**config.mk**
```make
export PLATFORM = sky130hd
export DESIGN_NAME = pipe_ctrl
export DESIGN_NICKNAME = d
export VERILOG_FILES = /design/src/rtl/pipe_ctrl.sv
export SDC_FILE = /design/constraint.sdc
export NUM_CORES = 1
export LEC_CHECK = 0
export ABC_CLOCK_PERIOD_IN_PS = 9130
export CAP_MARGIN = 20
export CORE_MARGIN = 2
export CORE_UTILIZATION = 30
export DETAILED_ROUTE_END_ITERATION = 8
export PLACE_DENSITY_LB_ADDON = 0.05
export SLEW_MARGIN = 20
export SYNTH_ARGS = -nofsm -noshare
export SYNTH_HDL_FRONTEND = slang
export SYNTH_SLANG_ARGS = --single-unit
```
**constraint.sdc**
```tcl
create_clock -name clk -period 9.13 [get_ports clk]
set_clock_uncertainty 0.05 [all_clocks]
set_input_delay 1.3695 -clock clk [delete_from_list [all_inputs] [get_ports clk]]
set_output_delay 1.3695 -clock clk [all_outputs]
set_load 0.05 [all_outputs]
```
**src/rtl/pipe_ctrl.sv**
```systemverilog
// rtl/pipe_ctrl.sv - in-order pipeline valid/stall/flush/hazard control with perf counters
// Define PIPE_CTRL_FWD_EN when a forwarding network exists: only load-use hazards then stall issue.
module pipe_ctrl #(
  parameter int STAGES      = 4,
  parameter int REG_ADDR_W  = 5,
  parameter int MEM_STAGE   = 2,
  parameter int FLUSH_DEPTH = 2
) (
  input  logic                  clk,
  input  logic                  rst,
  input  logic                  issue_valid,
  output logic                  issue_ready,
  input  logic [REG_ADDR_W-1:0] issue_rs1,
  input  logic [REG_ADDR_W-1:0] issue_rs2,
  input  logic [REG_ADDR_W-1:0] issue_rd,
  input  logic                  issue_use1,
  input  logic                  issue_use2,
  input  logic                  issue_wback,
  input  logic                  issue_load,
  input  logic                  flush,
  input  logic                  mem_busy,
  output logic [STAGES-1:0]     stage_valid,
  output logic [STAGES-1:0]     stage_en,
  output logic                  hazard,
  output logic                  retire_valid,
  output logic [REG_ADDR_W-1:0] retire_rd,
  output logic                  retire_wback,
  output logic [31:0]           retire_cnt,
  output logic [31:0]           stall_cnt
);

  logic [STAGES-1:0]     r_valid;
  logic [STAGES-1:0]     r_wback;
  logic [STAGES-1:0]     r_load;
  logic [REG_ADDR_W-1:0] r_rd [STAGES];
  logic                  w_stall;
  logic [STAGES-1:0]     w_hold;
  logic                  w_match1;
  logic                  w_match2;
  logic                  w_accept;
  logic                  w_unused_load;

  assign w_stall = mem_busy & r_valid[MEM_STAGE];

  always_comb begin
    w_hold = '0;
    for (int i = 0; i <= MEM_STAGE; i++) w_hold[i] = w_stall;
  end

  always_comb begin
    w_match1 = 1'b0;
    w_match2 = 1'b0;
`ifdef PIPE_CTRL_FWD_EN
    if (r_valid[0] && r_wback[0] && r_load[0]) begin
      w_match1 = (r_rd[0] == issue_rs1);
      w_match2 = (r_rd[0] == issue_rs2);
    end
`else
    // The writeback stage is excluded: its result is visible to the register read this cycle.
    for (int j = 0; j < STAGES-1; j++) begin
      if (r_valid[j] && r_wback[j]) begin
        if (r_rd[j] == issue_rs1) w_match1 = 1'b1;
        if (r_rd[j] == issue_rs2) w_match2 = 1'b1;
      end
    end
`endif
  end

`ifdef PIPE_CTRL_FWD_EN
  assign w_unused_load = ^r_load[STAGES-1:1];
`else
  assign w_unused_load = ^r_load;
`endif

  assign hazard = issue_valid &
                  ((issue_use1 & (issue_rs1 != '0) & w_match1) |
                   (issue_use2 & (issue_rs2 != '0) & w_match2));
  assign issue_ready  = ~w_hold[0] & ~hazard & ~flush;
  assign w_accept     = issue_valid & issue_ready;
  assign stage_en     = ~w_hold;
  assign stage_valid  = r_valid;
  assign retire_valid = r_valid[STAGES-1];
  assign retire_rd    = r_rd[STAGES-1];
  assign retire_wback = r_wback[STAGES-1];

  always_ff @(posedge clk or posedge rst) begin
    if (rst) begin
      r_valid <= '0;
      r_wback <= '0;
      r_load  <= '0;
      for (int i = 0; i < STAGES; i++) r_rd[i] <= '0;
    end else begin
      if (flush) r_valid[0] <= 1'b0;
      else if (!w_hold[0]) r_valid[0] <= w_accept;
      if (!w_hold[0]) begin
        r_rd[0]    <= w_accept ? issue_rd : '0;
        r_wback[0] <= w_accept & issue_wback;
        r_load[0]  <= w_accept & issue_load;
      end
      // Flush wins over hold; the stage just past a held memory stage takes a bubble.
      for (int i = 1; i < STAGES; i++) begin
        if (flush && i < FLUSH_DEPTH) r_valid[i] <= 1'b0;
        else if (!w_hold[i]) r_valid[i] <= (i == MEM_STAGE+1 && w_stall) ? 1'b0 : r_valid[i-1];
        if (!w_hold[i]) begin
          r_rd[i] <= r_rd[i-1];
          if (i == MEM_STAGE+1 && w_stall) begin
            r_wback[i] <= 1'b0;
            r_load[i]  <= 1'b0;
          end else begin
            r_wback[i] <= r_wback[i-1];
            r_load[i]  <= r_load[i-1];
          end
        end
      end
    end
  end

  always_ff @(posedge clk or posedge rst) begin
    if (rst) begin
      retire_cnt <= '0;
      stall_cnt  <= '0;
    end else begin
      if (retire_valid) retire_cnt <= retire_cnt + 32'd1;
      if (issue_valid && !issue_ready) stall_cnt <= stall_cnt + 32'd1;
    end
  end

endmodule

```
# After elaboration in Yosys (flattened, before gate mapping)
# Cells that the tools add are included.
word_totals:
  n_memories: 0
  out_inout_bits: 81
  in_bits: 24
  ramBits: 0
  regBits: 92
  romBits: 0
  latchBits: 0
  elab_cells: 61
op_classes:
  eq_ne: 7
  reduce_logical: 7
  bitwise_logic: 15
  n_lt_le_gt_ge: 0
  n_shift: 0
  n_mux: 19
  n_addsub: 2
  div_mod_pow: 0
  mul: 0
ops:
  columns: ["operator", "count"]
  rows:
  - ["$add 32x1->32 const B", 2]
  - ["$eq 5x5->1", 6]
  - ["$mux 1", 18]
  - ["$and 1x1->1", 10]
  - ["$reduce_bool 5->1", 2]
  - ["$mux 5", 1]
  - ["$logic_and 1x1->1", 4]
  - ["$not 3->4", 1]
  - ["$not 1->1", 3]
  - ["$ne 2x2->1 const B", 1]
  - ["$logic_not 1->1", 1]
  - ["$or 1x1->1", 1]

# Longest topological paths before layout
# Gate-level depths: netlist of run 1.
logic_depth:
  depth_word: 16
  depth_mapped: 8
  depth_no_buf: 7

# Worst setup path before layout of run 1
# Ideal clock, no wire load.
synth_timing:
  path_kind: "input to output"
  startpoint: "input port issue_rs1[0]"
  endpoint: "output port issue_ready"
  arrival_ns: 3.650
  path_slack_ns: 4.061
  t_required_ns: 7.711
  stages: 6
  cell_sequence: "or4_1 -> o21ai_0 -> a31oi_2 -> nor2_1 -> nor2b_1 -> nor3_1"
synth_between:
  elab_chain_len: 13
synth_lines:
  columns: ["element", "line", "rtl"]
  rows:
  - ["from (decl)", "13", "input logic [REG_ADDR_W-1:0] issue_rs1,"]
  - ["$eq 5x5->1", "62", "if (r_rd[j] == issue_rs1) w_match1 = 1'b1;"]
  - ["$mux 1", "62", null]
  - ["$mux 1", "61", "if (r_valid[j] && r_wback[j]) begin"]
  - ["$mux 1", "62", null]
  - ["$mux 1", "61", null]
  - ["$mux 1", "62", null]
  - ["$mux 1", "61", null]
  - ["$and 1x1->1 (*)", "76", "((issue_use1 & (issue_rs1 != '0) & w_match1) |"]
  - ["$or 1x1->1 (*)", "76", null]
  - ["$and 1x1->1 (*)", "75", "assign hazard = issue_valid &"]
  - ["via hazard", "24", "output logic hazard,"]
  - ["$not 1->1 (*)", "78", "assign issue_ready = ~w_hold[0] & ~hazard & ~flush;"]
  - ["$and 1x1->1 (*) (2 in series)", "78", null]
  - ["to (decl)", "12", "output logic issue_ready,"]
# The timed path passes the listed nets; every way through them passes the cells marked *.

# Worst setup path after layout of run 1
layout_timing:
  startpoint: "input port issue_rs1[3]"
  endpoint: "output port issue_ready"
layout_between:
  elab_chain_len: 13
layout_lines:
  columns: ["element", "line"]
  rows:
  - ["$eq 5x5->1", "62"]
  - ["$mux 1", "62"]
  - ["$mux 1", "61"]
  - ["$mux 1", "62"]
  - ["$mux 1", "61"]
  - ["$mux 1", "62"]
  - ["$mux 1", "61"]
  - ["$and 1x1->1 (*)", "76"]
  - ["$or 1x1->1 (*)", "76"]
  - ["$and 1x1->1 (*)", "75"]
  - ["$not 1->1 (*)", "78"]
  - ["$and 1x1->1 (*) (2 in series)", "78"]
# Every way passes the cells marked *; elsewhere a longest branch is shown, timed or not.

==> out/qor.csv, run 1 <==
metric,value,unit
Fillers,1441,
CP Launch Point,issue_rs1[3],
Max Cap Viol,0,
DP Cell Count,689,
top post-synthesis cells by area,"dfrtp_1 (52%), xor2_1 (12%), xnor2_1 (6.5%)",
sw power,0.3878,mW
die height,125.7,microns
final instance area,5918,sq um
area of the multi-input gates,1948,sq um
std cell rows,44,
CP max FO,4,
share of layout cells above drive strength 1,7.294,%
worst hold-check path type,reg -> reg,
vias,3232,
Clock Latency Late Sink,0.34,ns
endpoints failing hold,0,
Final Wtd Congestion,0.7706,
gr usage total,13.49,%
status,"complete, no violations",
combinational share of power,23.3,%
vias in the first global route,3249,
Yosys warnings,0,
DP HPWL,7132,microns
Setup WS post-layout,3.574,ns
slew at the pin closest to its max-slew limit,0.8897,ns
Fin Hold WS,0.4168,ns
Int Power,0.8264,mW
post-route ant nets,0,
Worst R2R Path Depth,8,
cell taking the most area after synthesis,dfrtp_1,
post-cts sizing count,0,
Synth Area per Inst,10.54,sq um
ys flop type,dfrtp_1,
CTS tree,yes,
# diodes,0,
fin util,40.72,%
DIE AREA,15810,sq um
r2r endpoint,stall_cnt[19],
I/O pin cnt,105,
fraction of registers with async set/reset,100.0,%
clk sinks,92,
WP data arrival,4.14,ns
Num CTS Buffers,9,
most numerous cell in the Yosys netlist,dfrtp_1,
Sw Share,31.94,%
antenna violations before repair,0,
pin count of the biggest net entering global routing,57,
CTS Root Cell,clkbuf_16,
sequential share of power,40.6,%
DR WL/cell,14.52,microns
Tot Pwr,1.214,mW
number of synthesized flops with an enable pin,0,
worst r2r src,r_rd[9],
max-slew violation count,0,
Initial DRC Count,136,
setup_tns,0,ns
WP data required,7.71,ns
Clock Path Buffers,2,
Rel. slew slack,40.69,%
Mapped Nets,448,
post-synthesis sequential area ratio,51.77,%
Max VDD drop,0.0001469,V
"top cells by count, synth","dfrtp_1 (92), nand2_1 (68), xor2_1 (59)",
Die Wd,125.7,microns
clock network fraction of total power,36.1,%
post-route DRC violation count,0,
number of setup violations in the final report,0,
H-tree Lvls,3,
hold depth,1,
total core area,14530,sq um
Pre-antenna DRT Iters,4,
CP Launch Type,input port,
Layout area overhead,33.09,%
critical path class,in -> out,
post-route insts no fill,705,
"Setup Fix Bufs, Post-CTS",0,
Routed WL,10240,microns
Critical Path End Type,primary output,
Tmin final,5.556,ns
Power per Cell Area,205.2,nW/um^2
number of synthesized register bits,92,
hold buffer count at CTS,0,
max frequency,180.0,MHz
fin crit share,60.85,%
leakage power,2.616,nW
Sequential cell area,2302,sq um
Placed Area,5567,sq um
flop-to-flop setup slack,6.64,ns
min-delay src,retire_cnt[31],
Starting Density,30.60,%
final net count,542,
GRT overflow,0,
"Reg clk slew, reported paths",0.07,ns
Yosys cell types,34,
Hold Path End,retire_cnt[31],
pre-CTS setup slack,3.544,ns
Cells after Synth,422,
vias per inst,4.584,
Post-Syn Area,4447,sq um
RSZ-0062 raised after global routing,false,
PortBufs,102,
first-pass GRT wire length,17090,microns
area share of the leading cell type in the synthesized netlist,51.77,%
critical path, stage by stage:
cell             delay, ns
clkdlybuf4s50_1       0.55
or4_1                 0.53
o21ai_0               0.31
a31oi_2               0.12
nor2_1                0.20
nor2b_1               0.08
nor3_1                0.13
clkdlybuf4s50_1       0.84
flip-flops by register name, indices dropped and copies added (netlist names):
signal       flops
retire_cnt      32
retire_rd        5
stall_cnt       32
r_wback          4
stage_valid      4
r_rd            15
power groups by stage:
stage | Combinational (mW) | Clock, mW | Sequential, mW
floorplan | 0.0885 | 0 | 0.596
global placement | 0.285 | 0 | 0.501
detailed placement | 0.286 | 0 | 0.500
CTS | 0.287 | 0.453 | 0.494
global route | 0.301 | 0.474 | 0.501
finish | 0.283 | 0.439 | 0.493
layout make-up:
type / instances / share of cell area, %
clock inverters: 4 / 1.607
inverters: 13 / 0.8457
clock buffers: 12 / 4.334
well taps: 184 / 3.890
repair buffers: 104 / 17.51
multi-input cells: 296 / 32.92
flip-flops and latches: 92 / 38.90
routing by layer:
metal	vias up	global-route usage (%)	share of wire (%)
met4	0	4.654	1.2
met2	64	21.08	46
li1	1590	-	-
met5	-	0	0
met3	10	3.101	4.4
met1	1568	18.51	48
cells in the final DEF (no fill, tap or decap), drive strengths merged:
master         instances
xor2                  59
a31oi                  2
nor4                  16
nor3b                  3
o41ai                  1
and2                   2
buf                    2
clkinv                 2
nand4                 17
dfrtp                 92
conb                   1
nor2b                  2
and4                   1
and3                   9
ha                     2
clkdlybuf4s50        102
a21oi                  2
clkbuf                12
nor4b                  2
nand3b                 1
inv                   12
or4                    3
nand2b                 1
nor2                  19
bufinv                 3
or2                    2
nand2                 68
mux2                   2
o21ai                  8
xnor2                 33
nand3                 24
nor3                  16
how the worst max path moves through the flow:
stage	end	slack (ns)	depth (start not counted)
after floorplan	issue_ready	4.06	6
after global placement	issue_ready	3.55	8
after detailed placement	issue_ready	3.54	8
after CTS	issue_ready	3.55	8
after global routing	stage_en[1]	3.42	4
final	issue_ready	3.57	8
kinds of logic (layout without fill, tap and decap cells):
| family | Yosys count | in the layout | share of synthesized area, % |
|---|---|---|---|
| XOR/XNOR | 92 | 92 | 18.12 |
| buffers and inverters | 34 | 133 | 4.417 |
| AND/OR/NAND/NOR | 186 | 186 | 22.23 |
| AO/OA/AOI/OAI | 13 | 13 | 2.307 |
| multiplexers | 2 | 2 | 0.5064 |
| flip-flops | 92 | 92 | 51.77 |
| adder cells (fa/ha/maj) | 2 | 2 | 0.5627 |
| other | 1 | 1 | 0.08433 |
Note: power is estimated with default switching activity, not from simulation.
==> run 2: changes to the inputs <==
--- a/config.mk
+++ b/config.mk
@@ -5,7 +5,7 @@
 export SDC_FILE = /design/constraint.sdc
 export NUM_CORES = 1
 export LEC_CHECK = 0
-export ABC_CLOCK_PERIOD_IN_PS = 9130
+export ABC_CLOCK_PERIOD_IN_PS = 4640
 export CAP_MARGIN = 20
 export CORE_MARGIN = 2
 export CORE_UTILIZATION = 30
==> constraint.sdc (replaced) <==
create_clock -name clk -period 4.64 [get_ports clk]
set_clock_uncertainty 0.05 [all_clocks]
set_input_delay 0.696 -clock clk [delete_from_list [all_inputs] [get_ports clk]]
set_output_delay 0.696 -clock clk [all_outputs]
set_load 0.05 [all_outputs]
==> out/qor.csv, run 2 (synthesis gave the netlist of run 1 again) <==
metric,value,unit
status,"complete, no violations",
max-slew violation count,0,
sw power,0.7643,mW
Clock Latency Late Sink,0.34,ns
DIE AREA,15810,sq um
Worst R2R Path Depth,8,
Pre-antenna DRT Iters,4,
max frequency,237.0,MHz
clock network fraction of total power,32.9,%
"commonest non-fill, non-tap cells in the layout","clkdlybuf4s50_1 (102), dfrtp_1 (92), nand2_1 (68), xor2_1 (59), xnor2_1 (33)",
number of setup violations in the final report,0,
clk sinks,92,
first-pass GRT wire length,17700,microns
critical path class,in -> out,
"Reg clk slew, reported paths",0.07,ns
Layout area overhead,33.15,%
Max VDD drop,0.0003297,V
sequential share of power,42.5,%
post-cts sizing count,0,
die height,125.7,microns
Clock Path Buffers,2,
# diodes,0,
PortBufs,102,
Die Wd,125.7,microns
post-route DRC violation count,0,
DR WL/cell,14.63,microns
setup_tns,0,ns
Power per Cell Area,385.9,nW/um^2
vias in the first global route,3377,
antenna violations before repair,0,
CP max FO,4,
flop-to-flop setup slack,2.19,ns
Final Wtd Congestion,0.7993,
fin crit share,90.92,%
r2r endpoint,stall_cnt[21],
worst r2r src,r_rd[19],
GRT met2 Usage,21.88,%
GRT overflow,0,
slew at the pin closest to its max-slew limit,0.8052,ns
area of the multi-input gates,1948,sq um
std cell rows,44,
vias,3265,
RSZ-0062 raised after global routing,false,
"Setup Fix Bufs, Post-CTS",0,
DP HPWL,7471,microns
endpoints failing hold,0,
Routed WL,10390,microns
post-route insts no fill,710,
GR Util met3,2.931,%
share of layout cells above drive strength 1,8.175,%
H-tree Lvls,3,
WP data required,3.89,ns
CP Launch Type,input port,
crit path to,issue_ready,
Top Registers,"retire_cnt: 32 flops, stall_cnt: 32 flops, r_rd: 15 flops",
CTS tree,yes,
final net count,547,
hold buffer count at CTS,0,
WP data arrival,3.47,ns
Initial DRC Count,141,
Starting Density,30.60,%
Sw Share,33.45,%
Int Power,1.521,mW
Critical Path End Type,primary output,
Sequential cell area,2302,sq um
gr usage total,13.88,%
DP Cell Count,694,
leakage power,2.620,nW
Num CTS Buffers,9,
Tot Pwr,2.285,mW
Fillers,1452,
post-route ant nets,0,
I/O pin cnt,105,
fin util,40.74,%
CTS Root Cell,clkbuf_16,
worst hold-check path type,reg -> reg,
Max Cap Viol,0,
Rel. slew slack,46.16,%
global routing's busiest layer,met2,
pin count of the biggest net entering global routing,37,
vias per inst,4.599,
CP Launch Point,issue_rs1[3],
"most common cell after layout, fill and taps aside",clkdlybuf4s50_1,
combinational share of power,24.5,%
Global Route met1 Usage,18.76,%
Tmin final,4.219,ns
total core area,14530,sq um
-- run 2: per-layer routing --
layer  wire [microns]  vias to the layer above
met5                0                        -
met4              184                        0
met2             4869                       76
met1             4888                     1577
met3              444                       13
li1                 -                     1599
-- run 2: final cells by class --
class                      count  area share [%]
clock buffer                  12           4.332
multi-input combinational    296           32.90
timing repair buffer         109           18.34
clock inverter                 4          0.8030
sequential                    92           38.88
tap                          184           3.888
inverter                      13          0.8453
-- run 2: critical path, stage by stage --
cell and delay [ns]:
clkdlybuf4s50_1 0.54, or4_1 0.53, o21ai_0 0.28, a31oi_2 0.11, nor2_1 0.22, nor2b_1 0.10
nor3_1 0.16, clkdlybuf4s50_1 0.84
-- run 2: worst min path at each step --
stage	slack [ns]	end	startpoint	cells after the start
after floorplan	0.38	retire_rd[4]	r_rd[9]	0
after detailed placement	0.41	stall_cnt[31]	stall_cnt[31]	1
after global routing	0.43	retire_cnt[31]	retire_cnt[31]	1
final	0.42	retire_cnt[31]	retire_cnt[31]	1
after CTS	0.42	retire_cnt[31]	retire_cnt[31]	1
after global placement	0.41	retire_cnt[31]	retire_cnt[31]	1
-- run 2: power groups by stage --
stage | Clock, mW | Combinational (mW) | Sequential (mW)
6_report | 0.752 | 0.561 | 0.972
3_5_place_dp | 0 | 0.569 | 0.986
5_1_grt | 0.819 | 0.599 | 0.988
2_1_floorplan | 0 | 0.174 | 1.17
3_3_place_gp | 0 | 0.566 | 0.986
4_1_cts | 0.790 | 0.569 | 0.973
-- run 2: stage by stage --
stage | worst slack [ns] | hold WS, ns | instance area (sq um)
after floorplan | 0.9177 | 0.3771 | 4447
after global placement | 0.4626 | 0.4089 | 5617
after detailed placement | 0.4184 | 0.4150 | 5617
after CTS | 0.3958 | 0.4244 | 5921
after global routing | 0.2424 | 0.4282 | 5921
final | 0.4212 | 0.4158 | 5921
